===== src/rtl/axi_ready_gen_pkg.sv =====
// Purpose : shared types, constants and LFSR helpers for the AXI ready-policy generator.
// Latency : n/a (package only).
// Backpressure : n/a (package only).
// Contents: ready_mode_t (per-channel policy), ch_state_t (per-channel FSM state),
//           LFSR_TAPS / LFSR_DEFAULT_SEED, lfsr_next() and rotl16() helpers.
package axi_ready_gen_pkg;

   typedef enum logic [1:0] {
      MODE_NO_BP  = 2'd0,
      MODE_SINGLE = 2'd1,
      MODE_OSC    = 2'd2,
      MODE_RANDOM = 2'd3
   } ready_mode_t;

   typedef enum logic {
      ST_HIGH = 1'b0,
      ST_LOW  = 1'b1
   } ch_state_t;

   localparam logic [15:0] LFSR_TAPS         = 16'hB400;
   localparam logic [15:0] LFSR_DEFAULT_SEED = 16'hACE1;

   // One step of a right-shifting Galois LFSR.
   function automatic logic [15:0] lfsr_next(input logic [15:0] cur);
      return cur[0] ? ((cur >> 1) ^ LFSR_TAPS) : (cur >> 1);
   endfunction

   // Rotate left by k (k < 16); gives each channel a decorrelated view of the one LFSR.
   function automatic logic [15:0] rotl16(input logic [15:0] v, input int unsigned k);
      return (v << k) | (v >> (16 - k));
   endfunction

endpackage


===== src/rtl/axi_ready_ch_fsm.sv =====
// Purpose : one channel of the ready-policy generator: READY register, policy FSM, handshake counter.
// Latency : ready_o is registered; restart_i takes effect on ready_o at the edge it is sampled.
// Backpressure : none consumed; this block *is* the backpressure source (ready_o) for one channel.
// Ports   : clk_i/rst_ni (sync, active-low), hold_i (freeze for the config-capture cycle),
//           restart_i (restart with freshly captured config), mode_i, low_time_i, high_time_i,
//           rnd_i (this channel's LFSR slice), valid_i, ready_o, hs_cnt_o.
module axi_ready_ch_fsm
   import axi_ready_gen_pkg::*;
#(
   parameter int CNT_W    = 8,
   parameter int HS_CNT_W = 16
) (
   input  logic                clk_i,
   input  logic                rst_ni,
   input  logic                hold_i,
   input  logic                restart_i,
   input  logic [1:0]          mode_i,
   input  logic [CNT_W-1:0]    low_time_i,
   input  logic [CNT_W-1:0]    high_time_i,
   input  logic [CNT_W-1:0]    rnd_i,
   input  logic                valid_i,
   output logic                ready_o,
   output logic [HS_CNT_W-1:0] hs_cnt_o
);

   ch_state_t             state_q, state_d;
   logic [CNT_W-1:0]      cnt_q, cnt_d;
   logic                  ready_q, ready_d;
   logic [HS_CNT_W-1:0]   hs_cnt_q, hs_cnt_d;
   logic                  hs;
   ready_mode_t           mode;
   logic [CNT_W-1:0]      osc_low, osc_high;

   assign mode = ready_mode_t'(mode_i);
   assign hs   = valid_i & ready_q;

   // Zero-length oscillator phases are stretched to one cycle so OSC never stalls.
   assign osc_low  = (low_time_i  == '0) ? CNT_W'(1) : low_time_i;
   assign osc_high = (high_time_i == '0) ? CNT_W'(1) : high_time_i;

   always_comb begin
      state_d  = state_q;
      cnt_d    = cnt_q;
      ready_d  = ready_q;
      // Handshakes are always counted, including during hold/restart cycles.
      hs_cnt_d = hs_cnt_q + HS_CNT_W'(hs);

      if (restart_i) begin
         // Restart beats any pending transition (e.g. a handshake on this same edge).
         if (mode == MODE_OSC) begin
            state_d = ST_LOW;
            cnt_d   = osc_low;
         end else begin
            state_d = ST_HIGH;
            cnt_d   = '0;
         end
      end else if (!hold_i) begin
         case (mode)
            MODE_SINGLE: begin
               if (state_q == ST_HIGH) begin
                  // low_time 0 keeps READY up through back-to-back handshakes.
                  if (hs && (low_time_i != '0)) begin
                     state_d = ST_LOW;
                     cnt_d   = low_time_i;
                  end
               end else if (cnt_q <= CNT_W'(1)) begin
                  state_d = ST_HIGH;
               end else begin
                  cnt_d = cnt_q - CNT_W'(1);
               end
            end
            MODE_OSC: begin
               if (cnt_q <= CNT_W'(1)) begin
                  state_d = (state_q == ST_LOW) ? ST_HIGH : ST_LOW;
                  cnt_d   = (state_q == ST_LOW) ? osc_high : osc_low;
               end else begin
                  cnt_d = cnt_q - CNT_W'(1);
               end
            end
            default: ;
         endcase
      end

      // During the capture cycle READY is frozen so old and new configs never mix.
      if (restart_i || !hold_i) begin
         case (mode)
            MODE_NO_BP:            ready_d = 1'b1;
            MODE_SINGLE, MODE_OSC: ready_d = (state_d == ST_HIGH);
            default:               ready_d = (rnd_i >= low_time_i);
         endcase
      end
   end

   always_ff @(posedge clk_i) begin
      if (!rst_ni) begin
         state_q  <= ST_HIGH;
         cnt_q    <= '0;
         ready_q  <= 1'b0;
         hs_cnt_q <= '0;
      end else begin
         state_q  <= state_d;
         cnt_q    <= cnt_d;
         ready_q  <= ready_d;
         hs_cnt_q <= hs_cnt_d;
      end
   end

   assign ready_o  = ready_q;
   assign hs_cnt_o = hs_cnt_q;

endmodule


===== src/rtl/axi_ready_policy_gen.sv =====
// Purpose : programmable READY generator for up to 8 AXI channels (AW, W, B, AR, R order).
// Latency : cfg_load captured on its edge, new policy visible on ready_out one edge later.
// Backpressure : drives READY per channel; counts valid_in & ready_out handshakes in hs_cnt.
// Ports   : aclk, aresetn (sync, active-low), cfg_load/cfg_mode/cfg_low_time/cfg_high_time/
//           cfg_seed (config, captured on cfg_load), valid_in, ready_out, hs_cnt.
module axi_ready_policy_gen
   import axi_ready_gen_pkg::*;
#(
   parameter int NUM_CH   = 5,   // 1..8
   parameter int CNT_W    = 8,
   parameter int HS_CNT_W = 16
) (
   input  logic                       aclk,
   input  logic                       aresetn,
   input  logic                       cfg_load,
   input  logic [2*NUM_CH-1:0]        cfg_mode,
   input  logic [CNT_W*NUM_CH-1:0]    cfg_low_time,
   input  logic [CNT_W*NUM_CH-1:0]    cfg_high_time,
   input  logic [15:0]                cfg_seed,
   input  logic [NUM_CH-1:0]          valid_in,
   output logic [NUM_CH-1:0]          ready_out,
   output logic [HS_CNT_W*NUM_CH-1:0] hs_cnt
);

   logic [2*NUM_CH-1:0]     mode_q, mode_d;
   logic [CNT_W*NUM_CH-1:0] low_q, low_d;
   logic [CNT_W*NUM_CH-1:0] high_q, high_d;
   logic [15:0]             lfsr_q, lfsr_d;
   logic                    load_q;

   always_comb begin
      mode_d = mode_q;
      low_d  = low_q;
      high_d = high_q;
      lfsr_d = lfsr_next(lfsr_q);
      if (cfg_load) begin
         mode_d = cfg_mode;
         low_d  = cfg_low_time;
         high_d = cfg_high_time;
         // An all-zero seed would lock the LFSR up.
         lfsr_d = (cfg_seed == 16'h0000) ? LFSR_DEFAULT_SEED : cfg_seed;
      end
   end

   always_ff @(posedge aclk) begin
      if (!aresetn) begin
         mode_q <= '0;
         low_q  <= '0;
         high_q <= '0;
         lfsr_q <= LFSR_DEFAULT_SEED;
         load_q <= 1'b0;
      end else begin
         mode_q <= mode_d;
         low_q  <= low_d;
         high_q <= high_d;
         lfsr_q <= lfsr_d;
         // Channels restart one edge after capture, once the new config is registered.
         load_q <= cfg_load;
      end
   end

   for (genvar c = 0; c < NUM_CH; c++) begin : g_ch
      logic [CNT_W-1:0] rnd;
      assign rnd = CNT_W'(rotl16(lfsr_q, 2 * c));

      axi_ready_ch_fsm #(
         .CNT_W    (CNT_W),
         .HS_CNT_W (HS_CNT_W)
      ) u_ch (
         .clk_i       (aclk),
         .rst_ni      (aresetn),
         .hold_i      (cfg_load),
         .restart_i   (load_q),
         .mode_i      (mode_q[2*c +: 2]),
         .low_time_i  (low_q[CNT_W*c +: CNT_W]),
         .high_time_i (high_q[CNT_W*c +: CNT_W]),
         .rnd_i       (rnd),
         .valid_i     (valid_in[c]),
         .ready_o     (ready_out[c]),
         .hs_cnt_o    (hs_cnt[HS_CNT_W*c +: HS_CNT_W])
      );
   end

endmodule


===== config.mk =====
export PLATFORM = sky130hd
export DESIGN_NAME = axi_ready_policy_gen
export DESIGN_NICKNAME = d
export VERILOG_FILES = /design/src/rtl/axi_ready_gen_pkg.sv /design/src/rtl/axi_ready_ch_fsm.sv /design/src/rtl/axi_ready_policy_gen.sv
export SDC_FILE = /design/constraint.sdc
export NUM_CORES = 1
export LEC_CHECK = 0
export ABC_AREA = 1
export BUFFER_PORTS_ARGS = -buffer_cell sky130_fd_sc_hd__buf_4
export CAP_MARGIN = 20
export CORE_UTILIZATION = 50
export DETAILED_ROUTE_END_ITERATION = 6
export GPL_ROUTABILITY_DRIVEN = 0
export PLACE_DENSITY = 0.84
export SLEW_MARGIN = 30
export SYNTH_ARGS = -nofsm -noshare
export SYNTH_HDL_FRONTEND = slang
export SYNTH_HIERARCHICAL = 1
export SYNTH_SLANG_ARGS = --single-unit
export TNS_END_PERCENT = 5

===== constraint.sdc =====
create_clock -name aclk -period 1.65 [get_ports aclk]
set_input_delay 0.165 -clock aclk [delete_from_list [all_inputs] [get_ports aclk]]
set_output_delay 0.165 -clock aclk [all_outputs]
set_load 0.1 [all_outputs]

==> metrics.md <==
| Metric | Value |
|---|---|
| Status | `complete, but fails checks` |
| Failing checks | `design-rule violations, negative setup slack` |
| Worst path required time | `2.10 ns` |
| Top-area cell type share of the netlist area | `0.350` |
| Ranking of synthesized cells by area | `dfxtp_1 (35%), nor2_1 (12%), o21ai_0 (8.5%), nand2_1 (8.2%), ha_1 (7.4%)` |
| Wire length per cell | `16.6 um` |
| Via count | `15,700` |
| Final worst slack | `-0.256 ns` |
| Crit. End Element | `register` |
| Syn avg cell area | `6.76 um^2` |
| Worst EP arrival | `2.36 ns` |
| Initial antenna violation count | `5` |
| Crit path max fanout | `3` |
| Fmax | `525 MHz` |
| CP Launch Point | `g_ch[4].u_ch/ready_o` |
| Pleak | `9.01 nW` |
| Site Rows | `59` |
| Deepest clock path buffer count | `3` |
| Least-Margin Pin Slew | `0.455 ns` |
| GRT Total Usage | `0.316` |
| Hold WC Path Type | `primary input to register` |
| Via count of the first global-routing pass | `15,300` |
| Crit path time final | `1.91 ns` |
| Sequential element share of the synthesized area | `0.350` |
| 1st-pass router iterations | `7` |
| Post-Synthesis Cell Area | `0.0135 mm^2` |
| Post-synth cell types | `43` |
| Min-delay src | `valid_in[3]` |
| Worst relative slew slack | `0.697` |
| Cell taking the most area after synthesis | `dfxtp_1` |
| Comb pwr share | `0.265` |
| TritonCTS clock tree | `done` |
| First-pass GRT wire length | `72,800 um` |
| CP Class | `register to register` |
| Estimated wirelength of the detail-placed design | `28,800 um` |
| Worst IR drop on VDD | `0.816 mV` |
| Ys Warns | `6` |
| Multi-input logic area | `0.00813 mm^2` |
| Power share of the sequential group | `0.375` |
| Iter 0 DRT Violations | `1,556` |
| PortBufs | `198` |
| TritonCTS buffer count | `27` |
| Fin Clk Skew | `0.0124 ns` |
| Unrepaired setup endpoints after global routing | `true` |
| Largest net degree at the start of global routing | `52` |
| Final setup vio count | `60` |
| Startpoint types | `register` |
| Overflow after GRT | `0` |
| Placed cell count | `2,634` |
| Net Count, Synth | `2,198` |
| Top Ports | `199` |
| Worst r2r src | `g_ch[4].u_ch/ready_o` |
| Reg clk slew, reported paths | `0.06 ns` |
| Final-report max-slew violation count | `0` |
| Max incr delay on CP | `0.35 ns` |
| Vias per cell | `5.58` |
| Switch share | `0.318` |
| Switching power of the nets | `0.00544 W` |
| Top delay family on crit path | `simple AND/OR/NAND/NOR gates` |
| Final wirelength | `46,700 um` |
| Clk root buf | `clkbuf_16` |
| Register area | `0.00483 mm^2` |
| Htree depth | `1` |
| Post-route insts no fill | `2,821` |
| Clock network power share | `0.360` |
| Post-synth EDFFs | `0` |
| Cells after Synth | `2,004` |
| Core area | `0.0263 mm^2` |
| Worst skew pair latency | `0.55 ns` |
| Final core area utilization | `0.736` |
| Top-count cell post-synth | `nor2_1` |
| Max-cap violations | `0` |
| FFs w/ async S/R, synth | `0` |
| Cell Int Power | `0.0117 W` |
| Post-synthesis register bit count | `237` |
| # nets final | `2,655` |
| Share of cells above drive strength 1 | `0.264` |
| CP cell instances | `nand2_4 > inv_4 > ha_4 > ha_4 > nand2_2 > inv_2 > nand4_1 > nor2_2 > and3_4 > nand2_4 > inv_4 > nand3_4 > o21ai_2 > a21oi_2` |
| Area Growth Syn to Fin | `42.8%` |
| Final Hold Vio Count | `0` |
| DR DRC count | `24` |
| Die ar. | `0.0277 mm^2` |
| TNS Setup | `-5.94 ns` |
| Top post-synthesis cells by count | `nor2_1 (419), nand2_1 (295), inv_1 (241)` |
| Initial Util | `0.515` |
| Main synth FF type | `dfxtp_1` |
| Fill cells | `1,826` |
| Tcrit/Tclk final | `1.16` |
| Die Y | `167 um` |
| Power Dens Cells | `885 mW/mm^2` |
| Slowest stage cell, crit path | `dfxtp_4` |
| DRT antenna net count | `0` |
| Worst path bufs/invs | `3` |
| Clock sink count | `237` |
| Die W | `167 um` |
-- metal layers --
| metal | global-route usage | wire length [um] |
|---|---|---|
| met5 | 0 | 0 |
| met4 | 0.155 | 2470 |
| met3 | 0.0577 | 4360 |
| met2 | 0.553 | 22400 |
| met1 | 0.373 | 17500 |
-- cell type report --
type / instances / area share
multi-input combinational: 1449 / 0.421
sequential: 237 / 0.250
timing repair buffer: 490 / 0.209
inverter: 255 / 0.0507
clock buffer: 39 / 0.0415
tap: 335 / 0.0217
clock inverter: 10 / 0.00550
antenna: 5 / 0.000647
timing repair inverter: 1 / 0.000388
-- stage by stage --
| stage | worst slack, ns | power, W | hold slack, ns | area, um^2 |
|---|---|---|---|---|
| floorplan | -0.524 | 0.00898 | 0.300 | 13600 |
| global placement | -0.219 | 0.0102 | 0.386 | 16500 |
| detailed placement | -0.326 | 0.0104 | 0.394 | 16500 |
| CTS | -0.195 | 0.0167 | 0.0230 | 18800 |
| global route | -0.333 | 0.0178 | 0.0321 | 19300 |
| finish | -0.256 | 0.0171 | 0.0206 | 19300 |
-- cells by family (layout without fill, tap and decap cells) --
family	after synthesis	in the layout	share of synthesized area
flip-flops	237	237	0.350
XOR/XNOR	35	35	0.0226
AO/OA/AOI/OAI	436	436	0.175
buffers and inverters	318	795	0.0982
AND/OR/NAND/NOR	898	898	0.280
adder cells (fa/ha/maj)	80	80	0.0739
other	0	5	0
-- cells in the final DEF (no fill, tap or decap), types with 30 or more instances in the layout --
cell / netlist / layout
o21ai_1: 9 / 50
nand3_1: 77 / 68
inv_1: 241 / 218
a21oi_1: 118 / 112
dfxtp_1: 237 / 192
nor3_1: 43 / 37
nand2_1: 295 / 272
dlygate4sd3_1: 0 / 112
nor2_1: 419 / 398
ha_1: 80 / 61
dfxtp_2: 0 / 34
nand2_2: 18 / 30
o21ai_0: 230 / 180
buf_4: 1 / 371
-- power by group through the flow --
stage	Sequential [W]	Combinational, W	Clock (W)
6_report	0.00641	0.00454	0.00617
5_1_grt	0.00644	0.00495	0.00645
4_1_cts	0.00637	0.00417	0.00618
3_5_place_dp	0.00648	0.00387	0
3_3_place_gp	0.00647	0.00375	0
2_1_floorplan	0.00661	0.00237	0
-- final timing paths --
| check | endpoint | slack, ns | depth (start not counted) |
|---|---|---|---|
| worst max-delay path | g_ch[4].u_ch/hs_cnt_o[14] | -0.26 | 14 |
| worst min-delay path | g_ch[3].u_ch/hs_cnt_o[0] | 0.02 | 6 |
| worst max register to register | g_ch[4].u_ch/hs_cnt_o[14] | -0.26 | 14 |
| worst min register to register | g_ch[2].u_ch/hs_cnt_o[15] | 0.47 | 2 |
-- state kept, by name, summed over array words and instances (netlist names) --
name	count
g_ch.u_ch/state_q	5
load_q	1
high_q	40
g_ch.u_ch/ready_o	5
g_ch.u_ch/cnt_q	40
low_q	40
lfsr_q	16
g_ch.u_ch/hs_cnt_o	80
mode_q	10
-- timing repair --
item | 4_1_cts | 5_1_grt
setup buffers | 10 | 10
setup endpoints to repair | 77 | 92
resized for setup | 60 | 171
hold buffers | 112 | 0
cloned | 0 | 1
endpoints found under the hold margin | 106 | 0
pin swaps | 23 | 54
-- worst register-to-register path, delay by kind of cell (launching register included) --
kind            cells  cell delay, ns
compound gates      2            0.21
simple gates        7            0.77
fa+ha+maj           2            0.28
buf+inv             3            0.19
flops               1            0.35
Power figures use the tool's default switching activity.
